## src/rtl/speed_bar_array.sv

```systemverilog
//==============================================================================
// Module      : speed_bar_array
// Description : N-bar speed gauge overlay for the HDMI pixel path. Returns a
//               4-bit intensity per pixel for a staggered row of bars. The
//               lit-bar count ramps one bar per RAMP_FRAMES animate pulses
//               toward a loadable target, and the top bar blinks at full
//               scale. Pixel path latency is a fixed 2 clocks.
// Revision    : 1.0 - initial release
//==============================================================================
`default_nettype none

module speed_bar_array #(
  parameter int N_BARS       = 8,
  parameter int COORD_W      = 12,
  parameter int PIX_W        = 4,
  parameter int X0           = 485,
  parameter int Y0           = 349,
  parameter int PITCH        = 15,
  parameter int Y_STEP       = 1,
  parameter int BAR_W        = 16,
  parameter int BAR_H        = 74,
  parameter int ON_LVL       = 15,
  parameter int DIM_LVL      = 3,
  parameter int RAMP_FRAMES  = 4,
  parameter int BLINK_FRAMES = 16,
  localparam int LW          = $clog2(N_BARS + 1)
) (
  input  logic               i_clk,
  input  logic               i_rst_n,
  input  logic               i_animate,
  input  logic [LW-1:0]      i_level,
  input  logic               i_level_vld,
  input  logic [COORD_W-1:0] i_x,
  input  logic [COORD_W-1:0] i_y,
  input  logic               i_de,
  output logic [PIX_W-1:0]   o_pix,
  output logic               o_de,
  output logic [LW-1:0]      o_level,
  output logic               o_busy
);

  // Counter widths; a period of 1 still needs a 1-bit counter.
  localparam int FW = (RAMP_FRAMES  > 1) ? $clog2(RAMP_FRAMES)  : 1;
  localparam int BW = (BLINK_FRAMES > 1) ? $clog2(BLINK_FRAMES) : 1;

  localparam logic [FW-1:0]    RAMP_LAST  = FW'(RAMP_FRAMES - 1);
  localparam logic [BW-1:0]    BLINK_LAST = BW'(BLINK_FRAMES - 1);
  localparam logic [LW-1:0]    FULL       = LW'(N_BARS);
  localparam logic [PIX_W-1:0] ON_PIX     = PIX_W'(ON_LVL);
  localparam logic [PIX_W-1:0] DIM_PIX    = PIX_W'(DIM_LVL);

  typedef enum logic [1:0] {
    IDLE = 2'd0,
    UP   = 2'd1,
    DOWN = 2'd2
  } state_t;

  state_t          state, state_n;
  logic [LW-1:0]   target;
  logic [LW-1:0]   level, level_n;
  logic [FW-1:0]   frame_cnt, frame_n;
  logic            busy;
  logic [BW-1:0]   blink_cnt, blink_cnt_n;
  logic            blink_ph, blink_ph_n;

  logic [COORD_W:0] x_ext, y_ext;
  logic [N_BARS-1:0] hit_d, hit_q, lit;
  logic              de_q;
  logic [PIX_W-1:0]  pix_n;

  //--------------------------------------------------------------------------
  // Level controller
  //--------------------------------------------------------------------------

  // Target register: any load is accepted, out-of-range values clamp to full.
  always_ff @(posedge i_clk or negedge i_rst_n) begin
    if (!i_rst_n) begin
      target <= '0;
    end else if (i_level_vld) begin
      target <= (i_level > FULL) ? FULL : i_level;
    end
  end

  // Next-state / step logic: direction follows target vs level every cycle,
  // and a load in the same cycle as an animate pulse suppresses the step.
  always_comb begin
    state_n = state;
    level_n = level;
    frame_n = frame_cnt;

    if (target > level) begin
      state_n = UP;
    end else if (target < level) begin
      state_n = DOWN;
    end else begin
      state_n = IDLE;
    end

    if (i_level_vld) begin
      frame_n = '0;
    end else if (i_animate && (state != IDLE) && (target != level)) begin
      if (frame_cnt == RAMP_LAST) begin
        frame_n = '0;
        level_n = (target > level) ? (level + LW'(1)) : (level - LW'(1));
      end else begin
        frame_n = frame_cnt + FW'(1);
      end
    end
  end

  // State, displayed level, ramp counter and registered busy flag.
  always_ff @(posedge i_clk or negedge i_rst_n) begin
    if (!i_rst_n) begin
      state     <= IDLE;
      level     <= '0;
      frame_cnt <= '0;
      busy      <= 1'b0;
    end else begin
      state     <= state_n;
      level     <= level_n;
      frame_cnt <= frame_n;
      busy      <= (state_n != IDLE);
    end
  end

  //--------------------------------------------------------------------------
  // Blink phase: only runs while the gauge is pegged at full scale
  //--------------------------------------------------------------------------

  // Blink counter next value; held at zero whenever below full scale.
  always_comb begin
    blink_cnt_n = blink_cnt;
    blink_ph_n  = blink_ph;
    if (level != FULL) begin
      blink_cnt_n = '0;
      blink_ph_n  = 1'b0;
    end else if (i_animate) begin
      if (blink_cnt == BLINK_LAST) begin
        blink_cnt_n = '0;
        blink_ph_n  = ~blink_ph;
      end else begin
        blink_cnt_n = blink_cnt + BW'(1);
      end
    end
  end

  // Blink registers.
  always_ff @(posedge i_clk or negedge i_rst_n) begin
    if (!i_rst_n) begin
      blink_cnt <= '0;
      blink_ph  <= 1'b0;
    end else begin
      blink_cnt <= blink_cnt_n;
      blink_ph  <= blink_ph_n;
    end
  end

  //--------------------------------------------------------------------------
  // Pixel path
  //--------------------------------------------------------------------------

  // One extra bit so the far bar edges never wrap at the coordinate limit.
  assign x_ext = {1'b0, i_x};
  assign y_ext = {1'b0, i_y};

  generate
    for (genvar k = 0; k < N_BARS; k++) begin : g_bar
      localparam int XL = X0 + k * PITCH;
      localparam int YL = Y0 + k * Y_STEP;
      localparam logic [COORD_W:0] X_LO = (COORD_W + 1)'(XL);
      localparam logic [COORD_W:0] X_HI = (COORD_W + 1)'(XL + BAR_W - 1);
      localparam logic [COORD_W:0] Y_LO = (COORD_W + 1)'(YL);
      localparam logic [COORD_W:0] Y_HI = (COORD_W + 1)'(YL + BAR_H - 1);
      localparam bit               TOP  = (k == N_BARS - 1);

      assign hit_d[k] = i_de &&
                        (x_ext >= X_LO) && (x_ext <= X_HI) &&
                        (y_ext >= Y_LO) && (y_ext <= Y_HI);

      // Top bar drops to dim during the off half of the full-scale blink.
      assign lit[k] = (level > LW'(k)) && !(TOP && blink_ph && (level == FULL));
    end
  endgenerate

  // Stage 1: register the per-bar hit vector alongside data enable.
  always_ff @(posedge i_clk or negedge i_rst_n) begin
    if (!i_rst_n) begin
      hit_q <= '0;
      de_q  <= 1'b0;
    end else begin
      hit_q <= hit_d;
      de_q  <= i_de;
    end
  end

  // Priority resolve: the highest-numbered covering bar decides the pixel.
  always_comb begin
    pix_n = '0;
    for (int j = 0; j < N_BARS; j++) begin
      if (hit_q[j]) begin
        pix_n = lit[j] ? ON_PIX : DIM_PIX;
      end
    end
  end

  // Stage 2: register the resolved intensity and the delayed enable.
  always_ff @(posedge i_clk or negedge i_rst_n) begin
    if (!i_rst_n) begin
      o_pix <= '0;
      o_de  <= 1'b0;
    end else begin
      o_pix <= de_q ? pix_n : '0;
      o_de  <= de_q;
    end
  end

  assign o_level = level;
  assign o_busy  = busy;

endmodule

`default_nettype wire

```

## config.mk

```make
export PLATFORM = sky130hd
export DESIGN_NAME = speed_bar_array
export DESIGN_NICKNAME = d
export VERILOG_FILES = /design/src/rtl/speed_bar_array.sv
export SDC_FILE = /design/constraint.sdc
export NUM_CORES = 1
export LEC_CHECK = 0
export ABC_AREA = 1
export BUFFER_PORTS_ARGS = -buffer_cell sky130_fd_sc_hd__buf_2
export CORE_ASPECT_RATIO = 0.7
export CORE_MARGIN = 2
export CORE_UTILIZATION = 55
export CTS_CLUSTER_SIZE = 20
export DETAILED_ROUTE_END_ITERATION = 16
export PLACE_DENSITY = 0.88
export SLEW_MARGIN = 20
export SYNTH_ARGS = -nofsm -noshare
export SYNTH_HDL_FRONTEND = slang
export SYNTH_SLANG_ARGS = --single-unit
```

## constraint.sdc

```tcl
create_clock -name i_clk -period 3.4 [get_ports i_clk]
set_input_delay 0.17 -clock i_clk [delete_from_list [all_inputs] [get_ports i_clk]]
set_output_delay 0.17 -clock i_clk [all_outputs]
set_load 0.02 [all_outputs]
```

==> impl_metrics.json <==
{
  "outcome": "completed",
  "start_util_pct": 57.5,
  "rr_startpoint": "o_level[3]",
  "critical_path_required_ns": 3.60,
  "ant_nets": 0,
  "rows": 20,
  "clock_power_share_pct": 31.1,
  "cts_buffer_depth": 2,
  "gp_congestion": 0.895,
  "grt_pass1_vias": 2183,
  "htree_num_levels": 2,
  "crit_type": "reg2reg",
  "grt_pass1_wl_um": 9750,
  "hp-start": "i_de",
  "synth_cell_types": 35,
  "setup_violations": 0,
  "multiInputGateArea_sq_um": 1500,
  "path_clk_slew_ns": 0.06,
  "wl_um": 5670,
  "clk_root_buffer_cell": "clkbuf_8",
  "syn_area_sq_um": 2520,
  "r2r_slack_ns": 1.50,
  "fmax_ghz": 0.527,
  "port_buffers": 42,
  "num_io_pins": 43,
  "hp-class": "in2reg",
  "cp-start-kind": "flip-flop",
  "yosys.area.top_type_share_pct": 29.8,
  "gr-total-overflow": 0,
  "ys_seq_area_share_pct": 29.8,
  "setup_ws_ns": 1.50,
  "drt-initial-drc-count": 204,
  "fin_skew_ns": 0.00322,
  "power.share.sequential_pct": 42.5,
  "wl_per_cell_um": 11.8,
  "antenna_found_initial": 0,
  "comb_power_share_pct": 26.5,
  "cp.arrival_ns": 2.09,
  "cts_sinks": 30,
  "r2r-end": "o_level[1]",
  "core_area_sq_um": 4380,
  "ys_ff_latch": 30,
  "synthesis.nets": 423,
  "finalCritPeriodShare_pct": 55.8,
  "layout_commonest_cell": "nand2_1",
  "swShare_pct": 33.4,
  "synth.avg_cell_area_sq_um": 6.64,
  "worstPathMaxFanout": 7,
  "cts-resized-gates": 0,
  "reg2regPathDepth": 9,
  "crit_path_end_kind": "flip-flop",
  "cts_tree": "built",
  "drcViolationCount": 0,
  "final.fill_count": 392,
  "switchingPower_mw": 0.313,
  "cts_made_buffers": 5,
  "p_leak_nw": 1.53,
  "dp_slack_ns": 1.55,
  "whs_path_depth": 1,
  "hold_end": "de_q",
  "layout_common_cells": "nand2_1, inv_1, nor2_1",
  "maxCapViolCount": 0,
  "ir_drop_v": 0.000235,
  "seqCellArea_sq_um": 751,
  "place_hpwl_um": 4540,
  "ys_warn_count": 0,
  "postCtsHoldBufs": 1,
  "area_growth_pct": 13.5,
  "drt-pass1-iter-count": 4,
  "dieHeight_um": 60.6,
  "powerDensity_nw_per_um2": 328,
  "tightest_slew_ns": 0.667,
  "clk_latency_ns": 0.27,
  "diodes": 0,
  "p_int_mw": 0.624,
  "die_area_sq_um": 5140,
  "drive_above_1_share_pct": 19.7,
  "slew_headroom_pct": 55.5,
  "cts_setup_buffers": 0,
  "tns_ns": 0,
  "slew_violations": 0,
  "vias_per_cell": 5.16,
  "grt_use_total_pct": 24.0,
  "die_x_um": 84.9,
  "rsz0062_at_grt": "no",
  "netlist_top_cells_area": "dfrtp_1, nand2_1, inv_1",
  "syn_inst": 379,
  "via_count": 2483,
  "nets": 469,
  "grt_max_degree": 31,
  "synth.largest_area_cell": "dfrtp_1",
  "hold_viol": 0,
  "fin_crit_ns": 1.90
}
## metrics by stage
| stage | power (mW) | cell area (sq um) | cells | utilization, % | hold WS, ns |
|---|---|---|---|---|---|
| 5_1_grt | 1.00 | 2860 | 481 | 65.3 | 0.0465 |
| 4_1_cts | 0.940 | 2860 | 481 | 65.3 | 0.0587 |
| 3_3_place_gp | 0.641 | 2760 | 472 | 62.9 | 0.227 |
| 3_5_place_dp | 0.646 | 2760 | 472 | 62.9 | 0.236 |
| 6_report | 0.937 | 2860 | 481 | 65.3 | 0.0673 |
| 2_1_floorplan | 0.566 | 2520 | 379 | - | -0.126 |
## area by class of cell
type / count / share of cell area (%)
multi-input combinational: 284 / 52.4
sequential: 30 / 26.3
inverter: 61 / 8.01
timing repair buffer: 43 / 7.71
clock buffer: 7 / 3.02
tap: 55 / 2.41
clock inverter: 1 / 0.175
## layer usage
layer  GRT usage [%]  share of wire (%)  vias to the layer above
met3            5.44                7.4                        2
li1                -                  -                     1288
met4            4.99               0.32                        0
met2            36.3                 42                       85
met1            35.8                 51                     1108
met5               0                  0                        -
## registers in the layout, summed over array words and instances, names as in the netlist
register / cells
hit_q: 8
de_q: 1
o_de: 1
target: 4
state: 2
blink_ph: 1
frame_cnt: 2
o_level: 4
blink_cnt: 4
o_pix: 2
o_busy: 1
## synth_stat cells (all sizes together)
cell    number
dfrtp       30
clkinv       1
nand4        6
a31o         1
and3         1
o21bai       1
nand3       38
xor2         5
o31ai        1
and2         1
a21boi       1
buf          4
ha          11
nor3         7
a22o         2
a21oi       19
nor2        57
nand2      115
a31oi        1
o21ai       17
inv         60
## worst max-delay path, cell delays in order, from the launching register on
cell	delay, ns
dfrtp_1	0.47
inv_1	0.16
ha_1	0.34
nand2_1	0.06
inv_1	0.05
nand3_1	0.19
nand4_1	0.26
inv_2	0.15
nand3_1	0.08
o21ai_0	0.07
## kinds of logic after synthesis
| group | share of synthesized area [%] |
|---|---|
| buffers and inverters | 10.7 |
| AO/OA/AOI/OAI | 10.2 |
| AND/OR/NAND/NOR | 42.0 |
| flip-flops | 29.8 |
| adder cells (fa/ha/maj) | 5.47 |
| XOR/XNOR | 1.74 |
## power groups by stage
stage	clock network (mW)	registers, mW	logic, mW
floorplan	0	0.407	0.159
detailed placement	0	0.403	0.243
global placement	0	0.402	0.238
CTS	0.296	0.398	0.246
finish	0.291	0.398	0.248
global route	0.316	0.400	0.283
## how the worst max path moves through the flow
| stage | startpoint | end | cells after the start |
|---|---|---|---|
| CTS | o_level[3] | o_level[1] | 9 |
| finish | o_level[3] | o_level[1] | 9 |
| global route | o_level[3] | o_level[1] | 9 |
| detailed placement | o_level[3] | o_level[1] | 9 |
| global placement | o_level[3] | o_level[1] | 9 |
| floorplan | o_level[3] | o_level[1] | 9 |
(Power assumes the default switching activity.)
